File: src/rtl/bram_port_arbiter_if.sv
// Requester, response and RAM-port bundle for bram_port_arbiter.
// master = requesters plus RAM model side, slave = the arbiter.
interface bram_port_arbiter_if #(
  parameter int ADDR_W = 10,
  parameter int DATA_W = 16
);
  logic              req0_valid;
  logic              req0_we;
  logic [ADDR_W-1:0] req0_addr;
  logic [DATA_W-1:0] req0_wdata;
  logic              req0_ready;
  logic              req1_valid;
  logic              req1_we;
  logic [ADDR_W-1:0] req1_addr;
  logic [DATA_W-1:0] req1_wdata;
  logic              req1_ready;
  logic              rsp0_valid;
  logic [DATA_W-1:0] rsp0_rdata;
  logic              rsp1_valid;
  logic [DATA_W-1:0] rsp1_rdata;
  logic              ram_wren;
  logic [ADDR_W-1:0] ram_wraddr;
  logic [DATA_W-1:0] ram_di;
  logic              ram_rden;
  logic [ADDR_W-1:0] ram_rdaddr;
  logic [DATA_W-1:0] ram_do;
  logic              busy;

  modport master (
    output req0_valid, req0_we, req0_addr, req0_wdata,
    output req1_valid, req1_we, req1_addr, req1_wdata,
    output ram_do,
    input  req0_ready, req1_ready,
    input  rsp0_valid, rsp0_rdata, rsp1_valid, rsp1_rdata,
    input  ram_wren, ram_wraddr, ram_di, ram_rden, ram_rdaddr,
    input  busy
  );

  modport slave (
    input  req0_valid, req0_we, req0_addr, req0_wdata,
    input  req1_valid, req1_we, req1_addr, req1_wdata,
    input  ram_do,
    output req0_ready, req1_ready,
    output rsp0_valid, rsp0_rdata, rsp1_valid, rsp1_rdata,
    output ram_wren, ram_wraddr, ram_di, ram_rden, ram_rdaddr,
    output busy
  );
endinterface

File: src/rtl/bram_port_arbiter.sv
// Two-requester arbiter onto a simple dual-port BRAM (one write + one read per cycle).
// Optional power-up zero sweep of the RAM when BRAM_ARB_CLEAR_EN is defined.
module bram_port_arbiter #(
  parameter int ADDR_W = 10,
  parameter int DATA_W = 16
) (
  input logic               clk,
  input logic               rst,
  bram_port_arbiter_if.slave bus
);

`ifdef BRAM_ARB_CLEAR_EN
  typedef enum logic {ST_CLEAR, ST_RUN} state_t;
`else
  typedef enum logic {ST_RUN} state_t;
`endif

  state_t            r_state;
  state_t            w_state_nxt;
  logic              r_prio;
  logic [1:0]        r_rsp_valid;
  logic [ADDR_W-1:0] r_rdaddr;
`ifdef BRAM_ARB_CLEAR_EN
  logic [ADDR_W-1:0] r_clr_addr;
`endif

  logic [1:0]        w_wr_req;
  logic [1:0]        w_rd_req;
  logic              w_run;
  logic              w_wr_gnt;
  logic              w_rd_gnt;
  logic              w_wr_sel;
  logic              w_rd_sel;
  logic              w_conflict;
  logic [ADDR_W-1:0] w_rd_addr_win;

  // Write and read slots are arbitrated independently; sel=1 means requester 1 wins.
  always_comb begin
    w_wr_req      = {bus.req1_valid & bus.req1_we,  bus.req0_valid & bus.req0_we};
    w_rd_req      = {bus.req1_valid & ~bus.req1_we, bus.req0_valid & ~bus.req0_we};
    w_run         = (r_state == ST_RUN) && !rst;
    w_wr_gnt      = w_run && (|w_wr_req);
    w_rd_gnt      = w_run && (|w_rd_req);
    w_wr_sel      = (&w_wr_req) ? r_prio : w_wr_req[1];
    w_rd_sel      = (&w_rd_req) ? r_prio : w_rd_req[1];
    w_conflict    = (w_wr_gnt && (&w_wr_req)) || (w_rd_gnt && (&w_rd_req));
    w_rd_addr_win = w_rd_sel ? bus.req1_addr : bus.req0_addr;
  end

  always_ff @(posedge clk) begin
    if (rst) begin
`ifdef BRAM_ARB_CLEAR_EN
      r_state <= ST_CLEAR;
`else
      r_state <= ST_RUN;
`endif
    end else begin
      r_state <= w_state_nxt;
    end
  end

  always_comb begin
    w_state_nxt = r_state;
`ifdef BRAM_ARB_CLEAR_EN
    if ((r_state == ST_CLEAR) && (r_clr_addr == '1)) w_state_nxt = ST_RUN;
`endif
  end

  always_ff @(posedge clk) begin
    if (rst) begin
      r_prio      <= 1'b0;
      r_rsp_valid <= '0;
    end else begin
      if (w_conflict) r_prio <= ~r_prio;
      r_rsp_valid <= {w_rd_gnt & w_rd_sel, w_rd_gnt & ~w_rd_sel};
    end
  end

  always_ff @(posedge clk) begin
    if (w_rd_gnt) r_rdaddr <= w_rd_addr_win;
  end

`ifdef BRAM_ARB_CLEAR_EN
  always_ff @(posedge clk) begin
    if (rst) begin
      r_clr_addr <= '0;
    end else if (r_state == ST_CLEAR) begin
      r_clr_addr <= r_clr_addr + ADDR_W'(1);
    end
  end
`endif

  // Responses are masked during reset so a read in flight at reset never surfaces.
  always_comb begin
    bus.req0_ready = (w_wr_gnt && !w_wr_sel) || (w_rd_gnt && !w_rd_sel);
    bus.req1_ready = (w_wr_gnt &&  w_wr_sel) || (w_rd_gnt &&  w_rd_sel);
    bus.ram_wren   = w_wr_gnt;
    bus.ram_wraddr = w_wr_sel ? bus.req1_addr  : bus.req0_addr;
    bus.ram_di     = w_wr_sel ? bus.req1_wdata : bus.req0_wdata;
    bus.ram_rden   = w_rd_gnt;
    bus.ram_rdaddr = w_rd_gnt ? w_rd_addr_win : r_rdaddr;
    bus.rsp0_valid = r_rsp_valid[0] && !rst;
    bus.rsp1_valid = r_rsp_valid[1] && !rst;
    bus.rsp0_rdata = bus.ram_do;
    bus.rsp1_rdata = bus.ram_do;
    bus.busy       = 1'b0;
`ifdef BRAM_ARB_CLEAR_EN
    if ((r_state == ST_CLEAR) && !rst) begin
      bus.ram_wren   = 1'b1;
      bus.ram_wraddr = r_clr_addr;
      bus.ram_di     = '0;
      bus.busy       = 1'b1;
    end
`endif
  end

endmodule

File: src/flat_wrapper.sv
// flat-port wrapper written by rule: the top's interface ports become plain ports
module bram_port_arbiter_flat 
#(
  parameter int ADDR_W = 10,
  parameter int DATA_W = 16
)
  (clk, rst, bus_req0_valid, bus_req0_we, bus_req0_addr, bus_req0_wdata, bus_req1_valid, bus_req1_we, bus_req1_addr, bus_req1_wdata, bus_ram_do, bus_req0_ready, bus_req1_ready, bus_rsp0_valid, bus_rsp0_rdata, bus_rsp1_valid, bus_rsp1_rdata, bus_ram_wren, bus_ram_wraddr, bus_ram_di, bus_ram_rden, bus_ram_rdaddr, bus_busy);
  bram_port_arbiter_if #(.ADDR_W(ADDR_W), .DATA_W(DATA_W)) bus_i ();
  input logic clk;
  input logic rst;
  input wire logic [$bits(bus_i.req0_valid)-1:0] bus_req0_valid;
  input wire logic [$bits(bus_i.req0_we)-1:0] bus_req0_we;
  input wire logic [$bits(bus_i.req0_addr)-1:0] bus_req0_addr;
  input wire logic [$bits(bus_i.req0_wdata)-1:0] bus_req0_wdata;
  input wire logic [$bits(bus_i.req1_valid)-1:0] bus_req1_valid;
  input wire logic [$bits(bus_i.req1_we)-1:0] bus_req1_we;
  input wire logic [$bits(bus_i.req1_addr)-1:0] bus_req1_addr;
  input wire logic [$bits(bus_i.req1_wdata)-1:0] bus_req1_wdata;
  input wire logic [$bits(bus_i.ram_do)-1:0] bus_ram_do;
  output wire logic [$bits(bus_i.req0_ready)-1:0] bus_req0_ready;
  output wire logic [$bits(bus_i.req1_ready)-1:0] bus_req1_ready;
  output wire logic [$bits(bus_i.rsp0_valid)-1:0] bus_rsp0_valid;
  output wire logic [$bits(bus_i.rsp0_rdata)-1:0] bus_rsp0_rdata;
  output wire logic [$bits(bus_i.rsp1_valid)-1:0] bus_rsp1_valid;
  output wire logic [$bits(bus_i.rsp1_rdata)-1:0] bus_rsp1_rdata;
  output wire logic [$bits(bus_i.ram_wren)-1:0] bus_ram_wren;
  output wire logic [$bits(bus_i.ram_wraddr)-1:0] bus_ram_wraddr;
  output wire logic [$bits(bus_i.ram_di)-1:0] bus_ram_di;
  output wire logic [$bits(bus_i.ram_rden)-1:0] bus_ram_rden;
  output wire logic [$bits(bus_i.ram_rdaddr)-1:0] bus_ram_rdaddr;
  output wire logic [$bits(bus_i.busy)-1:0] bus_busy;
  assign bus_i.req0_valid = bus_req0_valid;
  assign bus_i.req0_we = bus_req0_we;
  assign bus_i.req0_addr = bus_req0_addr;
  assign bus_i.req0_wdata = bus_req0_wdata;
  assign bus_i.req1_valid = bus_req1_valid;
  assign bus_i.req1_we = bus_req1_we;
  assign bus_i.req1_addr = bus_req1_addr;
  assign bus_i.req1_wdata = bus_req1_wdata;
  assign bus_i.ram_do = bus_ram_do;
  assign bus_req0_ready = bus_i.req0_ready;
  assign bus_req1_ready = bus_i.req1_ready;
  assign bus_rsp0_valid = bus_i.rsp0_valid;
  assign bus_rsp0_rdata = bus_i.rsp0_rdata;
  assign bus_rsp1_valid = bus_i.rsp1_valid;
  assign bus_rsp1_rdata = bus_i.rsp1_rdata;
  assign bus_ram_wren = bus_i.ram_wren;
  assign bus_ram_wraddr = bus_i.ram_wraddr;
  assign bus_ram_di = bus_i.ram_di;
  assign bus_ram_rden = bus_i.ram_rden;
  assign bus_ram_rdaddr = bus_i.ram_rdaddr;
  assign bus_busy = bus_i.busy;
  bram_port_arbiter #(.ADDR_W(ADDR_W), .DATA_W(DATA_W)) u_core (.clk(clk), .rst(rst), .bus(bus_i));
endmodule
File: config.mk
export PLATFORM = sky130hd
export DESIGN_NAME = bram_port_arbiter_flat
export DESIGN_NICKNAME = d
export VERILOG_FILES = /design/src/rtl/bram_port_arbiter_if.sv /design/src/rtl/bram_port_arbiter.sv /design/src/flat_wrapper.sv
export SDC_FILE = /design/constraint.sdc
export NUM_CORES = 1
export LEC_CHECK = 0
export CAP_MARGIN = 20
export CORE_ASPECT_RATIO = 0.8
export CORE_MARGIN = 3
export CORE_UTILIZATION = 25
export DETAILED_ROUTE_END_ITERATION = 8
export PLACE_DENSITY = 0.79
export SYNTH_ARGS = -nofsm -noshare
export SYNTH_HDL_FRONTEND = slang
export SYNTH_SLANG_ARGS = --single-unit
File: constraint.sdc
create_clock -name clk -period 1.36 [get_ports clk]
set_input_delay 0.204 -clock clk [delete_from_list [all_inputs] [get_ports clk]]
set_output_delay 0.204 -clock clk [all_outputs]
set_load 0.02 [all_outputs]
# Word-level counts from Yosys, hierarchy flattened
# Index checks and enable logic that the tools add are counted.
[word_totals]
regBits = 13
inputBits = 74
output_inout_bits = 75
elab_cells = 39
[op_classes]
muxes = 6
bitwise = 10
n_reduce_logical = 20
[op_table]
columns = ["operator", "count"]
rows = [
  ["two-way mux 10 bit", 3],
  ["two-way mux 16 bit", 1],
  ["logical AND 1 bit", 10],
  ["AND 1 bit", 6],
  ["NOT 1 bit", 4],
  ["AND reduction 2 bit", 2],
  ["OR reduction 2 bit", 2],
  ["zero test 1 bit", 3],
  ["logical OR 1 bit", 3],
  ["two-way mux 1 bit", 2],
]

# Logic depth before layout (Yosys ltp)
# Gate-level depths: netlist of the first run.
[depth]
ltp_word = 7
depth_mapped = 4
ltp_nobuf = 3

# Least setup slack after synthesis of the first run
# Ideal clock, no wire load.
[synth_path]
path_type = "register to output"
startpoint = "reg u_core.r_prio"
endpoint = "out bus_ram_rdaddr[1]"
arrival_ps = 1335
t_required_ps = 1156
slack_ps = -179
path_stages_with_launch = 5
n_path_buf = 1
cell_sequence = "dfxtp_1 or3b_1 buf_6 nor4bb_1 a221o_1"
[synth_via]
elab_chain_cells = 3
[synth_rtl]
columns = ["element", "line_no", "source"]
rows = [
  ["start: declaration", "bram_port_arbiter.sv:20", "logic r_prio;"],
  ["start signal: assignment", "bram_port_arbiter.sv:74", "if (w_conflict) r_prio <= ~r_prio;"],
  ["two-way mux 1 bit", "bram_port_arbiter.sv:45", "w_rd_sel = (&w_rd_req) ? r_prio : w_rd_req[1];"],
  ["two-way mux 10 bit", "bram_port_arbiter.sv:47", "w_rd_addr_win = w_rd_sel ? bus.req1_addr : bus.req0_addr;"],
  ["two-way mux 10 bit", "bram_port_arbiter.sv:101", "bus.ram_rdaddr = w_rd_gnt ? w_rd_addr_win : r_rdaddr;"],
  ["end: declaration", "flat_wrapper.sv:30", "output wire logic [$bits(bus_i.ram_rdaddr)-1:0] bus_ram_rdaddr;"],
]
# Every way passes these cells.

# Final worst setup path of the first run
[layout_path]
startpoint = "reg u_core.r_prio"
endpoint = "out bus_ram_di[8]"
[layout_via]
elab_chain_cells = 2
[layout_rtl]
columns = ["element", "line_no", "source"]
rows = [
  ["two-way mux 1 bit", "bram_port_arbiter.sv:44", "w_wr_sel = (&w_wr_req) ? r_prio : w_wr_req[1];"],
  ["two-way mux 16 bit", "bram_port_arbiter.sv:99", "bus.ram_di = w_wr_sel ? bus.req1_wdata : bus.req0_wdata;"],
  ["end: declaration", "flat_wrapper.sv:28", "output wire logic [$bits(bus_i.ram_di)-1:0] bus_ram_di;"],
]
# Every way passes these cells.

==> run_results.csv, run 1 <==
group,metric,value,unit
outcome,status,"finished, violations left",
outcome,violations,"negative setup slack",
timing,period_minus_slack,1.81,ns
synth,synth_top_family_by_area,"buffers and inverters",
clocking,cts-root-buf,"clkbuf_8",
setup_path,cp.required,1.16,ns
floorplanning,rows,22,
grt,grt_pass1_vias,1332,
synth,syn_area_per_cell,10.2,um2
synth,synthDistinctLibCells,24,
detailed_routing,remaining_drc_errors,0,
pwr,power_density,726,nW/um2
final_layout,syn_to_final_growth,98.5,%
clocking,cts_made_buffers,3,
pwr,vdd_drop_max,0.000406,V
grt,grt_max_degree,14,
clocking,clock_sinks,13,
grt,grt_overflow,0,
clocking,clk_pin_slew,0.06,ns
floorplanning,die_w,85.7,um
clocking,clkLatencyLatePin,0.24,ns
synth,synth_compound_area_frac,0.108,
clocking,cts_tree,"done",
synth,synth_nets,199,
detailed_routing,wl_per_cell,16.2,um
final_layout,seq_area,262,um2
grt,antenna_found_initial,0,
final_layout,fill_cells,418,
detailed_routing,routed_wl,4410,um
placement,dpl.hpwl,3130,um
timing,max_freq,552,MHz
floorplanning,coreArea,4730,um2
detailed_routing,viasPerCell,4.60,
synth,synthAdderAreaFrac,0,
setup_path,reg2reg_from,"u_core.r_prio",
setup_path,cp_max_fo,8,
setup_path,start_kind,"flop",
floorplanning,dieHeight,69.8,um
grt,grt_pass1_wl,6690,um
timing,fin_ws,-0.453,ns
worst_hold_path,min_from,"bus_ram_do[8]",
setup_path,worst-setup-path-type,"flop to output port",
setup_path,crit_start,"u_core.r_prio",
worst_hold_path,min_path_type,"primary input to output port",
synth,ys_seq_area_frac,0.205,
timing,drv_slew,0,
setup_path,r2r_end,"u_core.r_rdaddr[2]",
final_layout,fin_util,0.533,
worst_hold_path,min_to,"bus_rsp0_rdata[8]",
detailed_routing,firstDrtPassIters,4,
setup_path,cp.arrival,1.61,ns
timing,finalSetupViolations,40,
clocking,cts_max_path_buffers,2,
synth,synth.area.mux_share,0.239,
clocking,h-tree-depth,1,
synth,ys_async_sr_fraction,0,
synth,syn-cell-area,1270,um2
detailed_routing,vias,1252,
synth,synthSimpleGateAreaFrac,0.176,
synth,synth-edff-count,0,
final_layout,multi_input_area,896,um2
placement,gp_congestion,0.694,
timing,finalSetupTns,-15.40,ns
job,maxCapViolations,0,
final_layout,finalNetCount,287,
grt,globalRouteTotalUtil,0.138,
timing,fin_skew,0.00562,ns
final_layout,final_common_cell,"clkdlybuf4s50_1",
worst_hold_path,hold_depth,0,
timing,fin_crit_sh,1.33,
pwr,leakage,1.19,nW
floorplanning,floorplan.initialDensity,0.268,
timing,hold_violations,0,
synth,synthFlopType,"dfxtp_1",
floorplanning,die_area,5980,um2
synth,synth-seq-cells,13,
final_layout,diodes,0,
setup_path,worst_r2r_path_depth,4,
setup_path,rrSetupSlack,-0.11,ns
clocking,hold_buffers,0,
timing,rsz0062_at_grt,"yes",
final_layout,drive_gt1_frac,0.542,
synth,synth_xor_xnor_area_share,0.00689,
detailed_routing,first_iter_violations,48,
floorplanning,io_pins,149,
detailed_routing,ant_nets,0,
placement,portBuffers,99,
final_layout,final_cell_mix,"clkdlybuf4s50_1, buf_6, mux2_4",
setup_path,end_kind,"output port",
synth,synthCells,125,
synth,yosys_warnings,0,
[logic make-up (layout without fill, tap and decap cells)]
logic type / Yosys count / after routing
and+or+nand+nor: 25 / 26
buffers and inverters: 44 / 129
DFF: 13 / 13
xor gates and xnor gates: 1 / 1
other: 1 / 1
muxes: 27 / 27
AOI/OAI and AO/OA: 14 / 15
[Yosys cell counts (2+ instances only)]
cell type   n  area share
a221o_1    10       0.079
nor4bb_1    9       0.071
buf_4      34        0.20
dfxtp_1    13        0.20
nor2_1      3      0.0089
a21o_1      2       0.012
buf_2       2      0.0079
nor2b_1     3       0.015
mux2_1     27        0.24
inv_1       3      0.0089
nor3b_1     2       0.012
buf_6       5       0.044
[power breakdown]
part           internal (W)  switching, W
clock network      0.000207      0.000143
logic              0.000604      0.000422
registers          0.000439     0.0000183
total               0.00125      0.000583
[state kept, by name, summed over array words and instances (netlist names)]
name / flops
u_core.r_rsp_valid: 2
u_core.r_rdaddr: 10
u_core.r_prio: 1
[metrics by stage]
stage | instance area [um2] | hold slack [ns] | setup WS [ns] | instances | total power [W]
2_1_floorplan | 1360 | 0.477 | -0.133 | 125 | 0.00104
3_3_place_gp | 2230 | 0.408 | -1.09 | 257 | 0.00136
3_5_place_dp | 2230 | 0.408 | -1.13 | 257 | 0.00137
4_1_cts | 2470 | 0.408 | -0.472 | 271 | 0.00180
5_1_grt | 2520 | 0.408 | -0.514 | 272 | 0.00192
6_report | 2520 | 0.408 | -0.453 | 272 | 0.00183
[critical path: stages (launching register included)]
cell      delay (ns)
dfxtp_2         0.35
nand3b_1        0.16
nand3_4         0.13
buf_12          0.16
buf_12          0.13
mux2_4          0.30
buf_6           0.13
[worst max-delay path by stage]
stage	to	slack (ns)	depth (start not counted)
2_1_floorplan	bus_ram_rdaddr[9]	-0.13	4
3_3_place_gp	bus_ram_rdaddr[9]	-1.09	5
3_5_place_dp	bus_ram_rdaddr[2]	-1.13	5
4_1_cts	bus_ram_rdaddr[0]	-0.47	5
5_1_grt	bus_ram_di[6]	-0.51	6
6_report	bus_ram_di[8]	-0.45	6
[layout make-up]
type,count,share of cell area
timing repair buffer,122,0.489
clock buffer,4,0.0178
sequential,13,0.104
tap,60,0.0297
inverter,3,0.00446
multi-input combinational,70,0.355
[layer usage]
layer,GRT usage,vias up,part of all wire
li1,-,601,-
met4,0.0334,0,0.0098
met1,0.161,581,0.38
met3,0.0463,10,0.084
met5,0,-,0
met2,0.241,60,0.53
[what timing repair did]
item,CTS,global route
gates resized for setup,251,34
setup buffers,6,5
pin swaps,8,5
cloned,4,0
setup endpoints to repair,52,44
Power figures use the tool's default switching activity.
==> inputs of run 2 (changes only) <==
--- a/config.mk
+++ b/config.mk
@@ -9,8 +9,10 @@
 export CORE_ASPECT_RATIO = 0.8
 export CORE_MARGIN = 3
 export CORE_UTILIZATION = 25
+export CTS_CLUSTER_SIZE = 16
 export DETAILED_ROUTE_END_ITERATION = 8
 export PLACE_DENSITY = 0.79
+export SLEW_MARGIN = 20
 export SYNTH_ARGS = -nofsm -noshare
 export SYNTH_HDL_FRONTEND = slang
 export SYNTH_SLANG_ARGS = --single-unit
==> constraint.sdc (replaced) <==
create_clock -name clk -period 1.5 [get_ports clk]
set_input_delay 0.225 -clock clk [delete_from_list [all_inputs] [get_ports clk]]
set_output_delay 0.225 -clock clk [all_outputs]
set_load 0.02 [all_outputs]
==> run 2 against run 1 <==
Compared with the run above:
- the run still ends with negative setup slack left
- clock power is 5.7% lower
- cell count unchanged
- total power is 8.3% lower
- critical path type unchanged
- via count rose by 4.2%
- combinational power decreased by 9%
- register-to-register slack gained 0.02 ns
- count of clock-buffer cells in the layout is the same
- critical endpoint is now bus_ram_rdaddr[3]
- core utilization is 1.3 points lower
- global-route usage grew 0.99 points
==> run_results.csv, run 2 (synthesis gave the netlist of run 1 again) <==
group,metric,value,unit
outcome,status,"finished, violations left",
outcome,violations,"negative setup slack",
timing,max_freq,540,MHz
detailed_routing,vias,1304,
floorplanning,coreArea,4730,um2
detailed_routing,first_iter_violations,36,
pwr,p_switching,0.000538,W
timing,fin_crit_sh,1.23,
timing,drv_slew,0,
setup_path,rrSetupSlack,-0.09,ns
timing,period_minus_slack,1.85,ns
worst_hold_path,min_to,"bus_rsp0_rdata[10]",
job,maxCapViolations,0,
detailed_routing,ant_nets,0,
setup_path,cp.required,1.27,ns
final_layout,top_register,"u_core.r_rdaddr",
detailed_routing,remaining_drc_errors,0,
worst_hold_path,min_from,"bus_ram_do[10]",
pwr,intPower,0.00114,W
grt,grt_overflow,0,
setup_path,end_kind,"output port",
placement,dpl.hpwl,3140,um
floorplanning,io_pins,149,
timing,finalSetupViolations,39,
clocking,clock_sinks,13,
placement,portBuffers,99,
floorplanning,die_area,5980,um2
final_layout,finalNetCount,287,
final_layout,syn_to_final_growth,93.5,%
worst_hold_path,hold_depth,0,
pwr,p_seq_frac,0.246,
clocking,clk_pin_slew,0.07,ns
detailed_routing,wl_per_cell,17.1,um
pwr,pwr-share-comb,0.558,
detailed_routing,firstDrtPassIters,4,
grt,grt_pass1_wl,7110,um
grt,antenna_found_initial,0,
final_layout,drive_gt1_frac,0.500,
worst_hold_path,min_path_type,"primary input to output port",
floorplanning,die_w,85.7,um
pwr,power_density,683,nW/um2
final_layout,diodes,0,
clocking,clkLatencyLatePin,0.25,ns
final_layout,final_cell_mix,"clkdlybuf4s50_1, buf_6, mux2_4",
clocking,cts-root-buf,"clkbuf_8",
floorplanning,floorplan.initialDensity,0.268,
timing,fin_skew,0.00812,ns
grt,grt_pass1_vias,1363,
setup_path,worst-setup-path-type,"flop to output port",
timing,fin_ws,-0.352,ns
timing,hold_violations,0,
pwr,p_clk_frac,0.196,
timing,hold-worst-slack,0.450,ns
floorplanning,dieHeight,69.8,um
placement,postPlaceCellArea,2150,um2
detailed_routing,routed_wl,4650,um
final_layout,final_common_cell,"clkdlybuf4s50_1",
grt,grt_max_degree,13,
setup_path,worst_r2r_path_depth,5,
detailed_routing,viasPerCell,4.79,
final_layout,reg_top3,"u_core.r_rdaddr x10, u_core.r_rsp_valid x2, u_core.r_prio x1",
setup_path,reg2reg_from,"u_core.r_prio",
setup_path,cp.arrival,1.63,ns
setup_path,cp_max_fo,6,
pwr,vdd_drop_max,0.000508,V
clocking,cts_max_path_buffers,2,
pwr,swShare,0.320,
clocking,h-tree-depth,1,
setup_path,start_kind,"flop",
floorplanning,rows,22,
grt,globalRouteTotalUtil,0.148,
final_layout,largest_reg_flops,10,
pwr,leakage,1.15,nW
clocking,cts_tree,"done",
placement,gp_congestion,0.701,
clocking,cts_made_buffers,3,
timing,rsz0062_at_grt,"yes",
final_layout,postLayoutCellArea,2460,um2
setup_path,r2r_end,"u_core.r_rdaddr[2]",
-- run 2: final cells by class --
type,count,area [um2]
clock buffers,4,45.0
fillers,433,2270
inverters,3,11.3
multi-input cells,70,822
flip-flops and latches,13,264
well taps,60,75.1
repair buffers,122,1240
-- run 2: stage by stage --
step           utilization  TNS [ns]  total power (W)  setup slack (ns)  std cells
2_1_floorplan            -    -0.106         0.000907           -0.0147        125
3_3_place_gp         0.454    -39.10          0.00120            -0.982        259
3_5_place_dp         0.454    -39.92          0.00120             -1.02        259
4_1_cts              0.506    -11.78          0.00166            -0.381        270
5_1_grt              0.520    -12.74          0.00176            -0.391        272
6_report             0.520    -11.23          0.00168            -0.352        272
-- run 2: worst max-delay path, cell delays in order (launching register included) --
cell	delay (ns)
dfxtp_4	0.36
or3b_4	0.41
nor4bb_1	0.14
a221o_1	0.31
buf_6	0.15
-- run 2: how the worst max path moves through the flow --
| stage | start | to | slack [ns] |
|---|---|---|---|
| 2_1_floorplan | u_core.r_prio | bus_ram_rdaddr[9] | -0.01 |
| 3_3_place_gp | bus_req0_valid | bus_ram_rdaddr[0] | -0.98 |
| 3_5_place_dp | bus_req0_valid | bus_ram_rdaddr[0] | -1.02 |
| 4_1_cts | u_core.r_prio | bus_ram_di[15] | -0.38 |
| 5_1_grt | u_core.r_prio | bus_ram_rdaddr[3] | -0.39 |
| 6_report | u_core.r_prio | bus_ram_rdaddr[3] | -0.35 |
-- run 2: power by group through the flow --
| stage | combinational, W | sequential, W | clock [W] |
|---|---|---|---|
| 3_5_place_dp | 0.000786 | 0.000419 | 0 |
| 2_1_floorplan | 0.000491 | 0.000416 | 0 |
| 3_3_place_gp | 0.000780 | 0.000419 | 0 |
| 5_1_grt | 0.000988 | 0.000417 | 0.000359 |
| 6_report | 0.000937 | 0.000413 | 0.000330 |
| 4_1_cts | 0.000895 | 0.000413 | 0.000347 |
-- run 2: repair_timing --
action                     CTS  global route
pin swaps                    6             3
setup endpoints to repair   52            42
hold buffers                 0             0
gates resized for setup    263            24
buffers inserted             5             2
cloned                       2             1
-- run 2: per-layer routing --
metal	part of all wire	GRT usage
met1	0.40	0.169
met2	0.48	0.255
met3	0.12	0.0724
met4	0.0073	0.0158
met5	0	0
